$ cat config.mk
export PLATFORM = sky130hd
export DESIGN_NAME = uart_hs_cfg
export DESIGN_NICKNAME = d
export VERILOG_FILES = /design/src/rtl/uart_hs_cfg.sv
export SDC_FILE = /design/constraint.sdc
export NUM_CORES = 1
export LEC_CHECK = 0
export ABC_AREA = 1
export CAP_MARGIN = 10
export CORE_MARGIN = 8
export CORE_UTILIZATION = 30
export CTS_CLUSTER_DIAMETER = 60
export CTS_CLUSTER_SIZE = 40
export DETAILED_ROUTE_END_ITERATION = 6
export GPL_TIMING_DRIVEN = 0
export PLACE_DENSITY = 0.51
export RECOVER_POWER = 100
export SKIP_CTS_REPAIR_TIMING = 1
export SLEW_MARGIN = 10
export SYNTH_ARGS = -nofsm -noshare
export SYNTH_HDL_FRONTEND = slang
export SYNTH_SLANG_ARGS = --single-unit
$ cat constraint.sdc
create_clock -name sys_clk -period 1.8 [get_ports sys_clk]
set_input_delay 0.45 -clock sys_clk [delete_from_list [all_inputs] [get_ports sys_clk]]
set_output_delay 0.45 -clock sys_clk [all_outputs]
set_load 0.03 [all_outputs]
$ cat src/rtl/uart_hs_cfg.sv
// Parametrised full-duplex UART with four-phase req/ack handshakes on both sides.
// The receiver flags overrun, framing and parity errors for each presented word.
module uart_hs_cfg #(
  parameter int CLK_FREQ  = 50000000,
  parameter int BAUD      = 115200,
  parameter int DATA_BITS = 8,
  parameter int PARITY    = 0,
  parameter int STOP_BITS = 1
) (
  input  logic                 sys_clk,
  input  logic                 sys_rst,
  input  logic                 uart_rxd,
  output logic                 uart_txd,
  output logic                 uart_rec_req,
  input  logic                 uart_rec_ack,
  output logic [DATA_BITS-1:0] uart_data_out,
  output logic [2:0]           uart_rec_err,
  input  logic                 uart_send_req,
  output logic                 uart_send_ack,
  input  logic [DATA_BITS-1:0] uart_data_in,
  output logic                 tx_busy
);
  localparam int CPB = CLK_FREQ / BAUD;
  localparam int CW  = (CPB > 1) ? $clog2(CPB) : 1;
  localparam logic [CW-1:0] CNT_LAST  = CW'(CPB - 1);
  localparam logic [CW-1:0] CNT_HALF  = CW'(CPB / 2 - 1);
  localparam logic [2:0]    DATA_LAST = 3'(DATA_BITS - 1);
  localparam logic [2:0]    STOP_LAST = 3'(STOP_BITS - 1);

  typedef enum logic [2:0] {RX_IDLE, RX_START, RX_DATA, RX_PARITY, RX_STOP} rx_state_e;
  typedef enum logic [2:0] {TX_IDLE, TX_START, TX_DATA, TX_PARITY, TX_STOP, TX_ACK} tx_state_e;

  // Parity bit that a correct frame carries for this payload.
  function automatic logic par_bit(input logic [DATA_BITS-1:0] d);
    return (PARITY == 1) ? ~(^d) : (^d);
  endfunction

  // NOTE: reset asserts asynchronously but releases only after two clean clock
  // edges, so no flop leaves reset on a different cycle from its neighbours.
  logic [1:0] rst_sync_q;
  logic       rst_int;

  always_ff @(posedge sys_clk or posedge sys_rst) begin
    if (sys_rst) rst_sync_q <= 2'b11;
    else         rst_sync_q <= {rst_sync_q[0], 1'b0};
  end
  assign rst_int = rst_sync_q[1];

  logic [1:0] rxd_sync_q;
  logic       rxd_prev_q;
  logic       rxd_s;
  logic       rx_fall;

  // NOTE: sequential state uses non-blocking assignments only, so every flop
  // samples the pre-edge value of the others regardless of statement order.
  always_ff @(posedge sys_clk or posedge rst_int) begin
    if (rst_int) begin
      rxd_sync_q <= 2'b11;
      rxd_prev_q <= 1'b1;
    end else begin
      rxd_sync_q <= {rxd_sync_q[0], uart_rxd};
      rxd_prev_q <= rxd_sync_q[1];
    end
  end
  assign rxd_s   = rxd_sync_q[1];
  assign rx_fall = rxd_prev_q & ~rxd_s;

  rx_state_e            rx_state_q;
  logic [CW-1:0]        rx_cnt_q;
  logic [2:0]           rx_idx_q;
  logic [DATA_BITS-1:0] rx_shift_q;
  logic                 rx_par_q;
  logic                 ovr_q;
  logic                 rec_req_q;
  logic [DATA_BITS-1:0] data_out_q;
  logic [2:0]           rec_err_q;
  logic                 rx_tick;
  logic                 rx_par_err;

  assign rx_tick    = (rx_cnt_q == CNT_LAST);
  assign rx_par_err = (PARITY != 0) && (rx_par_q != par_bit(rx_shift_q));

  always_ff @(posedge sys_clk or posedge rst_int) begin
    if (rst_int) begin
      rx_state_q <= RX_IDLE;
      rx_cnt_q   <= '0;
      rx_idx_q   <= '0;
      rx_shift_q <= '0;
      rx_par_q   <= 1'b0;
      ovr_q      <= 1'b0;
      rec_req_q  <= 1'b0;
      data_out_q <= '0;
      rec_err_q  <= '0;
    end else begin
      if (rec_req_q && uart_rec_ack) rec_req_q <= 1'b0;
      case (rx_state_q)
        RX_IDLE: begin
          rx_cnt_q <= '0;
          rx_idx_q <= '0;
          if (rx_fall) rx_state_q <= RX_START;
        end
        RX_START: begin
          if (rx_cnt_q == CNT_HALF) begin
            rx_cnt_q   <= '0;
            rx_state_q <= rxd_s ? RX_IDLE : RX_DATA;
          end else rx_cnt_q <= rx_cnt_q + 1'b1;
        end
        RX_DATA: begin
          if (rx_tick) begin
            rx_cnt_q   <= '0;
            rx_shift_q <= {rxd_s, rx_shift_q[DATA_BITS-1:1]};
            if (rx_idx_q == DATA_LAST) begin
              rx_idx_q   <= '0;
              rx_state_q <= (PARITY != 0) ? RX_PARITY : RX_STOP;
            end else rx_idx_q <= rx_idx_q + 1'b1;
          end else rx_cnt_q <= rx_cnt_q + 1'b1;
        end
        RX_PARITY: begin
          if (rx_tick) begin
            rx_cnt_q   <= '0;
            rx_par_q   <= rxd_s;
            rx_state_q <= RX_STOP;
          end else rx_cnt_q <= rx_cnt_q + 1'b1;
        end
        RX_STOP: begin
          // Only the first stop bit is sampled; leaving here lets a back-to-back start bit be caught.
          if (rx_tick) begin
            rx_cnt_q   <= '0;
            rx_state_q <= RX_IDLE;
            if (!rec_req_q && !uart_rec_ack) begin
              data_out_q <= rx_shift_q;
              rec_err_q  <= {ovr_q, ~rxd_s, rx_par_err};
              rec_req_q  <= 1'b1;
              ovr_q      <= 1'b0;
            end else ovr_q <= 1'b1;
          end else rx_cnt_q <= rx_cnt_q + 1'b1;
        end
        default: rx_state_q <= RX_IDLE;
      endcase
    end
  end

  tx_state_e            tx_state_q;
  logic [CW-1:0]        tx_cnt_q;
  logic [2:0]           tx_idx_q;
  logic [DATA_BITS-1:0] tx_shift_q;
  logic                 tx_par_q;
  logic                 txd_q;
  logic                 send_ack_q;
  logic                 tx_busy_q;
  logic                 tx_tick;

  assign tx_tick = (tx_cnt_q == CNT_LAST);

  always_ff @(posedge sys_clk or posedge rst_int) begin
    if (rst_int) begin
      tx_state_q <= TX_IDLE;
      tx_cnt_q   <= '0;
      tx_idx_q   <= '0;
      tx_shift_q <= '0;
      tx_par_q   <= 1'b0;
      txd_q      <= 1'b1;
      send_ack_q <= 1'b0;
      tx_busy_q  <= 1'b0;
    end else begin
      case (tx_state_q)
        TX_IDLE: begin
          tx_cnt_q <= '0;
          tx_idx_q <= '0;
          if (uart_send_req && !send_ack_q) begin
            tx_shift_q <= uart_data_in;
            tx_par_q   <= par_bit(uart_data_in);
            tx_busy_q  <= 1'b1;
            txd_q      <= 1'b0;
            tx_state_q <= TX_START;
          end
        end
        TX_START: begin
          if (tx_tick) begin
            tx_cnt_q   <= '0;
            txd_q      <= tx_shift_q[0];
            tx_shift_q <= tx_shift_q >> 1;
            tx_state_q <= TX_DATA;
          end else tx_cnt_q <= tx_cnt_q + 1'b1;
        end
        TX_DATA: begin
          if (tx_tick) begin
            tx_cnt_q <= '0;
            if (tx_idx_q == DATA_LAST) begin
              tx_idx_q   <= '0;
              txd_q      <= (PARITY != 0) ? tx_par_q : 1'b1;
              tx_state_q <= (PARITY != 0) ? TX_PARITY : TX_STOP;
            end else begin
              tx_idx_q   <= tx_idx_q + 1'b1;
              txd_q      <= tx_shift_q[0];
              tx_shift_q <= tx_shift_q >> 1;
            end
          end else tx_cnt_q <= tx_cnt_q + 1'b1;
        end
        TX_PARITY: begin
          if (tx_tick) begin
            tx_cnt_q   <= '0;
            txd_q      <= 1'b1;
            tx_state_q <= TX_STOP;
          end else tx_cnt_q <= tx_cnt_q + 1'b1;
        end
        TX_STOP: begin
          if (tx_tick) begin
            tx_cnt_q <= '0;
            if (tx_idx_q == STOP_LAST) begin
              send_ack_q <= 1'b1;
              tx_busy_q  <= 1'b0;
              tx_state_q <= TX_ACK;
            end else tx_idx_q <= tx_idx_q + 1'b1;
          end else tx_cnt_q <= tx_cnt_q + 1'b1;
        end
        TX_ACK: begin
          if (!uart_send_req) begin
            send_ack_q <= 1'b0;
            tx_state_q <= TX_IDLE;
          end
        end
        default: tx_state_q <= TX_IDLE;
      endcase
    end
  end

  assign uart_txd      = txd_q;
  assign uart_send_ack = send_ack_q;
  assign tx_busy       = tx_busy_q;
  assign uart_rec_req  = rec_req_q;
  assign uart_data_out = data_out_q;
  assign uart_rec_err  = rec_err_q;

endmodule

* Word-level counts from Yosys, hierarchy flattened
Cells that the tools add are included.
** Word-level totals
- Word-level logic and storage cells :: 138
- Output and inout port bits :: 15
- Register bits after elaboration :: 66
- Input bits :: 13
** Operators by class
- Add/subtract/negate cells :: 4
- Reductions and logical operators :: 30
- Equality and inequality tests :: 30
- Bitwise operators :: 2
- Mux-type cells :: 54
** Operators by type and width (count)
- $mux 3 :: 20
- $mux 8 :: 4
- $ne 2x2->1 const B :: 16
- $mux 9 :: 3
- $pmux 9 s3 :: 1
- $pmux 8 s3 :: 1
- $add 9x1->9 const B :: 2
- $eq 9x9->1 const B :: 2
- $pmux 3 s6 :: 1
- $pmux 9 s2 :: 1
- $mux 1 :: 16
- $eq 3x3->1 const B :: 5
- $pmux 3 s5 :: 1
- $eq 3x2->1 const B :: 4
- $reduce_and 4->1 :: 3
- $reduce_and 5->1 :: 2
- $eq 9x8->1 const B :: 1
- $logic_not 3->1 :: 3
- $pmux 3 s3 :: 1
- $reduce_bool 3->1 :: 3
- $reduce_and 8->1 :: 1
- $reduce_bool 2->1 :: 4
- $add 3x1->3 const B :: 2
- $eq 3x1->1 const B :: 2
- other kinds (14) :: 21

* Longest topological paths before layout
Gate-level depths: netlist of the first run.
- Depth in word-level cells :: 5
- Mapped depth :: 11
- Mapped depth without buffers :: 11

* Worst setup path before layout of the first run
Ideal clock, no wire load.
- Path kind :: register to register
- Start :: reg tx_idx_q[0]
- End :: reg tx_shift_q[7]
- Buffers on the path :: 0
- Setup slack :: 0.380 ns
- Stages on the path, launching flop included :: 9
- Arrival :: 1.303 ns
- Setup time :: 0.117 ns
- Required time :: 1.683 ns
- Clock period less this slack :: 1.420 ns
- Path through :: dfrtp_1 ha_1 ha_1 nand2_2 nand2_2 a21oi_4 nand2_4 nand2_1 nand2_1
** Between the ends
- Longest elaborated chain between the ends :: 3
** Ends and longest elaborated chain
- from (decl) :: line 145 : logic [2:0] tx_idx_q;
- from (signal assigned) :: line 194 : tx_idx_q <= tx_idx_q + 1'b1;
- from (signal assigned) :: line 214 : end else tx_idx_q <= tx_idx_q + 1'b1;
- $eq 3x3->1 :: line 189 : if (tx_idx_q == DATA_LAST) begin
- $ne 2x2->1 (no line)
- $reduce_and 5->1 (no line)
- to (signal assigned) :: line 171 : tx_shift_q <= uart_data_in;
- to (signal assigned) :: line 182 : tx_shift_q <= tx_shift_q >> 1;
- to (signal assigned) :: line 196 : tx_shift_q <= tx_shift_q >> 1;
- to (decl) :: line 146 : logic [DATA_BITS-1:0] tx_shift_q;
Every way passes these cells.
A chain may end at the register's enable or synchronous reset.

* Final worst setup path of the first run
- Start :: reg rx_cnt_q[1]
- End :: reg rx_shift_q[3]
** Between the ends
- Longest elaborated chain between the ends :: 2
** Ends and longest elaborated chain
- from (decl) :: line 69 : logic [CW-1:0] rx_cnt_q;
- from (signal assigned) :: line 106 : end else rx_cnt_q <= rx_cnt_q + 1'b1;
- from (signal assigned) :: line 116 : end else rx_cnt_q <= rx_cnt_q + 1'b1;
- from (signal assigned) :: line 123 : end else rx_cnt_q <= rx_cnt_q + 1'b1;
- $eq 9x9->1 :: line 80 : assign rx_tick = (rx_cnt_q == CNT_LAST);
- $reduce_and 2->1 (no line)
- to (signal assigned) :: line 111 : rx_shift_q <= {rxd_s, rx_shift_q[DATA_BITS-1:1]};
- to (decl) :: line 71 : logic [DATA_BITS-1:0] rx_shift_q;
Every way passes these cells.

==> impl_results.md, run 1 <==
- Routed WL: 7180 um
- Wire per inst: 11.4 um
- Vias in the first global route: 2737
- Max-cap violation count: 0
- Worst Setup End Kind: register
- Post-DRT Antenna Nets: 0
- Port Buffers: 26
- Overall routing resource usage: 10.3%
- FMAX: 611 MHz
- Tcrit/Tclk final: 90.9%
- Yosys Warn Count: 0
- Antenna Cells: 0
- Die area: 15100 um2
- Pwr Density: 944 nW/um2
- Unrepaired setup endpoints after global routing: false
- First DRT Iteration DRCs: 121
- Yosys cell types: 30
- Num CTS Buffers: 9
- Die width: 123 um
- Min Clock Period, post-route: 1.64 ns
- Largest fanout on the critical path: 10
- Status: finished clean
- Most common cell after layout, fill and taps aside: nand2_1
- Root buffer cell: clkbuf_16
- Placer Congestion: 0.814
- Worst-margin pin slew: 0.773 ns
- Final net count: 504
- Post-synth EDFFs: 0
- Vias per inst: 4.44
- Largest net degree at the start of global routing: 29
- Die Ht: 123 um
- Worst path cell trace: inv_1 > ha_1 > inv_1 > nor3_1 > nand3_1 > nor2_4 > buf_6 > o21ai_0
- Multi-input gate area: 1490 um2
- Placed cell areas: 3900 um2
- Place WS: 0.114 ns
- First-pass GRT wire length: 12600 um
- Core region area: 11300 um2
- Clock Latency Late Sink: 0.33 ns
- Leakage power: 0.00204 uW
- Critical path type: reg2reg
- Ys async rst share: 100%
- Final setup violation count: 0
- Slowest-stage cell, CP: dfrtp_1
- Starting Density: 30.3%
- Final Instance Area: 4100 um2
- Slew HR: 48.2%
- Final core utilization: 36.4%
- Peak VDD IR: 780 uV
- IO Count: 28
- Clk buf depth: 2
- Share of cells above drive strength 1: 12.1%
- Final Hold Fails: 0
- Fin Hold WS: 0.347 ns
- Max Clock Skew: 0.00709 ns
- Yosys reg bits: 66
- Required @ worst endpoint: 2.00 ns
- CP Launch Type: register
- Clock sinks: 66
- Post-route setup slack: 0.164 ns
- TritonCTS clock tree: done
- Crit-path most repeated cell: inv_1
- DP HPWL: 5210 um
- Total number of vias: 2793
- Row cnt: 39
- Area Growth Syn to Fin: 20.1%
- Hold Crit Class: reg2async
- Worst-path clk slew: 0.06 ns
- Fill cells: 1185
- H-tree Lvls: 3
- Post-synthesis instance total: 439
- Max Transition Viols Final: 0
- Commonest non-fill, non-tap cells in the layout: nand2_1, dfrtp_1, inv_1
- GR Overflow Total: 0
- Worst path max stage delay: 0.40 ns
- 1st-pass router iterations: 6
- DRC Markers: 0
- Data arrival, critical path: 1.84 ns
- Synth Flop Type: dfrtp_1
- Register area share after synthesis: 48.6%
- Avg Synthesized Cell Area: 7.78 um2
- Post-Syn Area: 3420 um2
- FF+latch area: 1660 um2
- Overall Power: 3870 uW
- Initial antenna violation count: 0
-- final timing paths --
kind / startpoint / endpoint / slack, ns / depth (start not counted)
min: rst_sync_q[1]$_DFF_PP1_ / rx_cnt_q[5]$_DFFE_PP0P_ / 0.35 / 1
min reg2reg: rst_sync_q[1]$_DFF_PP1_ / rx_cnt_q[5]$_DFFE_PP0P_ / 0.35 / 1
min in group sys_clk: rst_sync_q[0]$_DFF_PP1_ / rst_sync_q[1]$_DFF_PP1_ / 0.36 / 0
max in group asynchronous: rst_sync_q[1]$_DFF_PP1_ / uart_txd$_DFFE_PP1P_ / 0.31 / 3
max: rx_cnt_q[1]$_DFFE_PP0P_ / rx_shift_q[3]$_DFFE_PP0P_ / 0.16 / 8
max reg2reg: rx_cnt_q[1]$_DFFE_PP0P_ / rx_shift_q[3]$_DFFE_PP0P_ / 0.16 / 8
-- routing by layer --
layer | vias to the layer above | wire [um] | global-route usage [%]
met5 | - | 0 | 0
met4 | 0 | 85 | 4.11
met3 | 5 | 289 | 3.27
met2 | 38 | 3330 | 16.8
met1 | 1305 | 3480 | 12.5
li1 | 1445 | - | -
-- state kept, by name, summed over array words and instances (netlist names), 2 cells and up --
signal	cells
rst_sync_q	2
rx_cnt_q	9
rx_idx_q	3
rx_shift_q	8
rx_state_q	3
rxd_sync_q	2
tx_cnt_q	9
tx_idx_q	3
tx_shift_q	8
tx_state_q	3
uart_data_out	8
uart_rec_err	2
-- cells in the mapped netlist, types with 6 or more instances --
cell type	number	area, um2
nor3_1	6	30.0
dfrtp_1	60	1500
inv_1	54	203
nand2_2	11	68.8
nand2_1	153	574
nor2_1	34	128
o21ai_0	17	85.1
o21ai_1	14	70.1
dfstp_2	6	158
ha_1	10	125
xor2_1	6	52.6
a21oi_1	8	40.0
nand3_1	27	135
-- cells by family (layout without fill, tap and decap cells) --
family | count (synthesis) | in the layout | synth area share (%)
flip-flops | 66 | 66 | 48.6
AND/OR/NAND/NOR | 247 | 247 | 31.1
other | 1 | 2 | 0.110
buffers and inverters | 65 | 111 | 8.06
XOR/XNOR | 6 | 6 | 1.54
AO/OA/AOI/OAI | 44 | 44 | 7.03
adder cells (fa/ha/maj) | 10 | 10 | 3.66
-- per-stage QoR --
stage	setup TNS (ns)	cells
final	0	629
after global routing	0	629
after CTS	-0.503	627
after detailed placement	0	611
after global placement	0	609
after floorplan	0	440
-- report_power, final --
group	internal, uW	switching [uW]
Clock	933	653
Sequential	1570	78.5
Combinational	203	437
-- final cells by class --
type / count / share of cell area (%)
multi-input cells: 309 / 36.2
clock buffers: 10 / 5.58
repair buffers: 30 / 5.49
well taps: 143 / 4.36
inverters: 59 / 5.49
flip-flops and latches: 66 / 40.4
clock inverters: 6 / 1.04
plain buffers: 6 / 1.37
-- worst max-delay path: cells and delay by family, from the launching register on --
family / cells / cell delay [ns]
simple gates: 3 / 0.56
flops: 1 / 0.40
buf+inv: 3 / 0.31
fa+ha+maj: 1 / 0.16
compound gates: 1 / 0.08
Note: power is estimated with default switching activity, not from simulation.
==> run 2, diff against run 1 <==
- clock period: 1.8 -> 1.35 ns (I/O delays scaled with it)
==> impl_results.md, run 2 (synthesized netlist as in run 1, its figures left out) <==
- Worst Setup End Kind: register
- Final Hold Fails: 0 (unchanged)
- Overall Power: 5740 uW (+48%)
- Die area: 15100 um2 (unchanged)
- Final core utilization: 44.8% (+8.4 points)
- Non-filler cells, final: 661 (+5.1%)
- Peak VDD IR: 553 uV (-29%)
- Core region area: 11300 um2 (unchanged)
- Placer Congestion: 0.815 (+0.18%)
- Crit-path most repeated cell: nand2_4
- Root buffer cell: clkbuf_16
- GR Overflow Total: 0 (unchanged)
- Worst path cell trace: ha_4 > nand2_4 > nor2_4 > nand2_4 > nand2_4 > nand2_8 > clkinv_8 > clkbuf_16 > nand3_1 > nand2_1
- Clk buf depth: 2 (unchanged)
- Required @ worst endpoint: 1.57 ns (-0.43 ns)
- Hold Crit Class: reg2reg
- Critical path type: reg2reg
- Max Transition Viols Final: 0 (unchanged)
- Max Clock Skew: 0.00721 ns (+0.000120 ns)
- Data arrival, critical path: 1.77 ns (-0.07 ns)
- Antenna Cells: 0 (unchanged)
- R2R Path Start: tx_cnt_q[0]$_DFFE_PP0P_
- R2R depth: 10 (+2)
- Reg-to-reg slack, setup: -0.20 ns (-0.37 ns)
- IO Count: 28 (unchanged)
- Die width: 123 um (unchanged)
- Total number of vias: 2965 (+6.2%)
- DP HPWL: 5050 um (-3.1%)
- Worst path max stage delay: 0.45 ns (+0.05 ns)
- CP Launch Type: register
- Status: finished with violations
- CP bufs+invs: 2 (-1)
- H-tree Lvls: 3 (unchanged)
- Routed WL: 8030 um (+12%)
- Starting Density: 30.3% (unchanged)
- Stages on worst setup path: 10 (+2)
- Slew HR: 52.6% (+4.4 points)
- Row cnt: 39 (unchanged)
- Area Growth Syn to Fin: 47.7%
- Final net count: 536 (+6.3%)
- Hold Path Depth: 0
- Max-cap violation count: 0 (unchanged)
- First DRT Iteration DRCs: 104 (-14%)
- Worst-margin pin slew: 0.710 ns (-0.0635 ns)
- FMAX: 645 MHz (+5.5%)
- Clock sinks: 66 (unchanged)
- Failing checks: negative setup slack
- Clock Latency Late Sink: 0.33 ns (about the same)
- Regs by FF count: rx_cnt_q x9, tx_cnt_q x9
- Post-DRT Antenna Nets: 0 (unchanged)
- Min Clock Period, post-route: 1.55 ns (-0.0847 ns)
- Port Buffers: 26 (unchanged)
- Share of cells above drive strength 1: 43.2% (+31 points)
- Final setup violation count: 57 (+57)
- Vias in the first global route: 2772 (+1.3%)
- Initial antenna violation count: 0 (unchanged)
- Wire per inst: 12.1 um (+6.4%)
- CP top delay family: simple AND/OR/NAND/NOR gates
- RR Endpoint: tx_shift_q[0]$_DFFE_PP0P_
- Commonest non-fill, non-tap cells in the layout: nand2_1, dfrtp_1, inv_1, nand2_2, buf_4
- HP Start: rst_sync_q[0]$_DFF_PP1_
- DRC Markers: 0 (unchanged)
- Unrepaired setup endpoints after global routing: true
- Num CTS Buffers: 9 (unchanged)
- Most common cell after layout, fill and taps aside: nand2_1
- Worst-path clk slew: 0.06 ns (about the same)
- Vias per inst: 4.49 (+1.0%)
- Setup tns final: -8.13 ns (-8.13 ns)
- Pwr Density: 1140 nW/um2 (+21%)
- Leakage power: 0.00239 uW (+17%)
- First-pass GRT wire length: 12400 um (-1.0%)
- Hold Path End: rst_sync_q[1]$_DFF_PP1_
- Largest fanout on the critical path: 8 (-2)
- Slowest-stage cell, CP: dfrtp_2
- 1st-pass router iterations: 4 (-2)
- Placed Instances: 610 (-0.16%)
- Post-route setup slack: -0.201 ns (-0.365 ns)
- Die Ht: 123 um (unchanged)
- TritonCTS clock tree: done
- Largest net degree at the start of global routing: 35 (+21%)
- Tcrit/Tclk final: 115% (+24 points)
- Overall routing resource usage: 10.3% (-0.068 points)
[run 2: cell count changes in the layout (fill, tap and decap cells not counted), moves of 10 or more]
cell / delta
o21ai_0: -18
nand2_2: +34
o21ai_2: +14
nand2_1: -50
nor2_1: -15
nand2_4: +15
clkbuf_1: -15
nor2_4: +11
buf_4: +17
clkbuf_2: +12
buf_6: +10
inv_1: -10
[run 2: per-stage QoR]
step	setup slack [ns]	hold WS [ns]	cell area, um2
final	-0.201	0.355	5050
after detailed placement	-0.299	0.348	3920
after global routing	-0.327	0.362	5050
after floorplan	-0.0520	0.249	3460
after CTS	-0.533	0.313	4190
after global placement	-0.268	0.347	3900
[run 2: routing by layer]
metal / up-vias / part of all wire (%) / global-route usage [%]
met5: - / 0 / 0
met4: 0 / 2.5 / 6.85
met3: 13 / 2.6 / 2.07
met2: 36 / 50 / 16.0
met1: 1403 / 45 / 12.6
li1: 1513 / - / -
[run 2: power by group]
group / internal (uW) / total, uW / switching [uW]
clock network: 1240 / 2120 / 888
registers: 2090 / 2230 / 141
logic: 562 / 1380 / 822
total: 3890 / 5740 / 1850
[run 2: how the worst max path moves through the flow]
stage	startpoint	to	slack [ns]
2_1_floorplan	tx_cnt_q[1]$_DFFE_PP0P_	tx_shift_q[7]$_DFFE_PP0P_	-0.05
3_3_place_gp	tx_cnt_q[1]$_DFFE_PP0P_	tx_shift_q[7]$_DFFE_PP0P_	-0.27
3_5_place_dp	tx_cnt_q[1]$_DFFE_PP0P_	tx_shift_q[1]$_DFFE_PP0P_	-0.30
4_1_cts	uart_txd$_DFFE_PP1P_	uart_txd	-0.53
5_1_grt	rx_cnt_q[1]$_DFFE_PP0P_	rx_cnt_q[7]$_DFFE_PP0P_	-0.33
6_report	tx_cnt_q[0]$_DFFE_PP0P_	tx_shift_q[0]$_DFFE_PP0P_	-0.20
[run 2: layout make-up]
class | count | area, um2
fillers | 1119 | 6220
clock buffers | 9 | 225
inverters | 59 | 248
well taps | 143 | 179
repair buffers | 62 | 597
multi-input cells | 309 | 2010
flip-flops and latches | 66 | 1670
plain buffers | 6 | 75.1
clock inverters | 7 | 45.0
==> RTL edit 1, RTL diff (config.mk and constraints of run 1) <==
`PARITY`: 0 -> 1.
--- a/src/rtl/uart_hs_cfg.sv
+++ b/src/rtl/uart_hs_cfg.sv
@@ -5,5 +5,5 @@
   parameter int BAUD      = 115200,
   parameter int DATA_BITS = 8,
-  parameter int PARITY    = 0,
+  parameter int PARITY    = 1,
   parameter int STOP_BITS = 1
 ) (
Behaviour: no difference found for any inputs over 10 cycles, from zero or initial values and one cycle with sys_rst high; that may be too few to reach the edited logic, so the function may still have changed.
==> RTL edit 1 against run 1 <==
  * Worst setup slack better by 0.038 ns
  * Cell area up 14%
  * Wire length up 12%
  * Synthesized area up 13%
  * Via count up 15%
  * Sequential cell count up 3
  * Highest routed layer unchanged
Power is not compared: it rests on default switching activity, and its combinational part moved more than twofold at a synthesized area within 25%.
==> RTL edit 1: results (changes against run 1) <==
Synth cell types=35 (+17%); Setup Skew=0.00705 ns (-0.0000383 ns); Tightest Hold Check Type=flop to flop; routed len/inst=11.2 um (-1.5%); initial drt markers=184 (+52%); Synth Instances=493 (+12%); Pre-Repair DR Iteration Count=4 (-2); status=completed; Area after DPL=4400 um2 (+13%); HPWL after detailed placement=5940 um (+14%); Slew HR=0.306 (-0.175); synth cell count leaders=nand2_1, dfrtp_1, inv_1; PortBufs=27 (+3.8%); largest net degree at the start of global routing=27 (-6.9%); post-synthesis xor/xnor area fraction=0.0408 (+0.0255); Via-to-Cell Ratio=4.50 (+1.4%); post-route worst setup slack=0.202 ns (+0.0382 ns); Crit path largest cell delay=0.53 ns (+0.13 ns); Slowest-stage cell, CP=dfstp_2; routability cong.=0.782 (-4.0%); CP max FO=2 (-8); Filler cells=1,375 (+16%); sequential area share after synthesis=0.449 (-0.0364); Final nets=560 (+11%); TritonCTS Buffers=9 (unchanged); global-route usage over all layers=0.105 (+0.00155); drt total wl=8030 um (+12%); vias in the first global route=3,190 (+17%); Largest delay share family, worst path=flip-flops; layout cells sized above 1=0.113 (-0.00885); Worst EP arrival=1.15 ns (-0.69 ns); placed cell count=694 (+14%); first-pass GRT wire length=14,200 um (+13%); Fin Hold WS=0.355 ns (+0.00750 ns)
-- RTL edit 1: worst paths after layout --
check,from,endpoint,cells after the start
max,uart_txd,uart_txd,1
min,rst_sync_q[0],rst_sync_q[1],0
max reg2reg,tx_idx_q[0],tx_state_q[1],11
min reg2reg,rst_sync_q[0],rst_sync_q[1],0
max in group asynchronous,rst_sync_q[1],uart_rec_req,3
min in group asynchronous,rst_sync_q[1],tx_shift_q[3],1
-- RTL edit 1: layout make-up --
cell class	count	area (um2)	share of cell area
plain buffers	6	65.1	0.0140
clock buffers	10	229	0.0492
clock inverters	6	136	0.0293
inverters	66	251	0.0540
multi-input cells	352	1780	0.383
flip-flops and latches	69	1730	0.372
well taps	172	215	0.0462
repair buffers	33	243	0.0521
-- RTL edit 1: metal layers --
layer | vias up | global-route usage | part of all wire
li1 | 1661 | - | -
met1 | 1489 | 0.124 | 0.49
met2 | 54 | 0.175 | 0.46
met3 | 11 | 0.0341 | 0.045
met4 | 0 | 0.0389 | 0.013
met5 | - | 0 | 0
==> RTL edit 2, RTL diff (config.mk and constraints of run 1) <==
Made on the original files. Make the reset (`rst_int` and `sys_rst`) synchronous in 4 clocked blocks. Comments in the files are not updated.
--- a/src/rtl/uart_hs_cfg.sv
+++ b/src/rtl/uart_hs_cfg.sv
@@ -41,5 +41,5 @@
   logic       rst_int;
 
-  always_ff @(posedge sys_clk or posedge sys_rst) begin
+  always_ff @(posedge sys_clk) begin
     if (sys_rst) rst_sync_q <= 2'b11;
     else         rst_sync_q <= {rst_sync_q[0], 1'b0};
@@ -54,5 +54,5 @@
   // NOTE: sequential state uses non-blocking assignments only, so every flop
   // samples the pre-edge value of the others regardless of statement order.
-  always_ff @(posedge sys_clk or posedge rst_int) begin
+  always_ff @(posedge sys_clk) begin
     if (rst_int) begin
       rxd_sync_q <= 2'b11;
@@ -81,5 +81,5 @@
   assign rx_par_err = (PARITY != 0) && (rx_par_q != par_bit(rx_shift_q));
 
-  always_ff @(posedge sys_clk or posedge rst_int) begin
+  always_ff @(posedge sys_clk) begin
     if (rst_int) begin
       rx_state_q <= RX_IDLE;
@@ -153,5 +153,5 @@
   assign tx_tick = (tx_cnt_q == CNT_LAST);
 
-  always_ff @(posedge sys_clk or posedge rst_int) begin
+  always_ff @(posedge sys_clk) begin
     if (rst_int) begin
       tx_state_q <= TX_IDLE;
Formal check against the unedited RTL: not equivalent (Yosys sat finds a counterexample within 4 cycles, from zero or initial values and one cycle with sys_rst high).
==> RTL edit 2 against run 1 <==
  * Worst setup slack worse by 0.081 ns
  * Die area is 4.7% lower
  * Largest power group unchanged
  * Wire length grew 3.4%
  * Synthesized cell count up 2.5%
  * Synthesized area decreased by 5.4%
  * Power increased by 5.9%
  * Cell area decreased by 6.3%
  * Sequential cell count unchanged
==> RTL edit 2: results (changes against run 1) <==
Gate power share=0.225 (+0.060); Crit path largest cell delay=0.32 ns (-0.08 ns); initial drt markers=157 (+30%); Largest delay share family, worst path=compound AO/OA/AOI/OAI gates; asr flop ratio synth=0 (-1.00); Vias=2,925 (+4.7%); met1 Use GR=0.130 (+0.00495); routability cong.=0.825 (+1.4%); status=completed; Clock Pin Slew Worst Setup and Hold Paths=0.08 ns (+0.02 ns); sequential area share after synthesis=0.409 (-0.0767); Area after DPL=3670 um2 (-6.1%); routed len/inst=11.7 um (+2.6%); Avg Cell Area, Syn=7.18 um2 (-7.7%); Worst Setup EP=tx_shift_q[5]; Synth cell types=39 (+30%); layout cells sized above 1=0.123 (+0.00208); Flop pwr share=0.389 (-0.036); power consumed by sequential cells=1.59 mW (-4%); CP max FO=8 (-2); Filler cells=1,173 (-1.0%); placed cell count=616 (+0.82%); Compound-Gate Fraction of Synth Area=0.137 (+0.0664); worst setup path start=tx_idx_q[0]; Setup Skew=0.00728 ns (+0.000196 ns); Slew HR=0.573 (+0.0916); met2 usage=0.164 (-0.00403); post-route worst setup slack=0.0832 ns (-0.0807 ns); predominant post-synthesis flop cell=dfxtp_1; FF-to-FF Start=tx_idx_q[0]; Int Pwr=2.84 mW (+5.1%); GR Layer Usage met3=0.0235 (-0.00917); Synth area leaders=dfxtp_1, nand2_1, nor2_1, a21oi_1, inv_1; Synth Area in Adders=0.0387 (+0.00210); vias in the first global route=2,776 (+1.4%)
## RTL edit 2: changes by cell type in the layout (fill, tap and decap cells not counted), sizes merged, moves of 4 or more
cell,run 1,this run
dfstp,6,0
a31oi,0,10
nand2,165,117
o21ai,31,21
inv,59,46
clkbuf,24,33
nor3,8,17
dfrtp,60,0
dfxtp,0,66
a21oi,10,40
nor2,41,61
or2,0,4
## RTL edit 2: routing by layer
metal,share of wire,wire length [um],up-vias
met1,0.51,3810,1330
met4,0.028,208,0
met5,0,0,-
met3,0.025,184,18
met2,0.43,3220,38
li1,-,-,1539
## RTL edit 2: final cells by class
type	count	area, um2	share of cell area
Sequential cell	66	1320	0.344
Clock inverter	4	97.6	0.0254
Tap cell	140	175	0.0456
Timing Repair Buffer	28	188	0.0488
Multi-Input combinational cell	325	1660	0.433
Clock buffer	12	155	0.0404
Buffer	13	67.6	0.0176
Inverter	46	173	0.0449
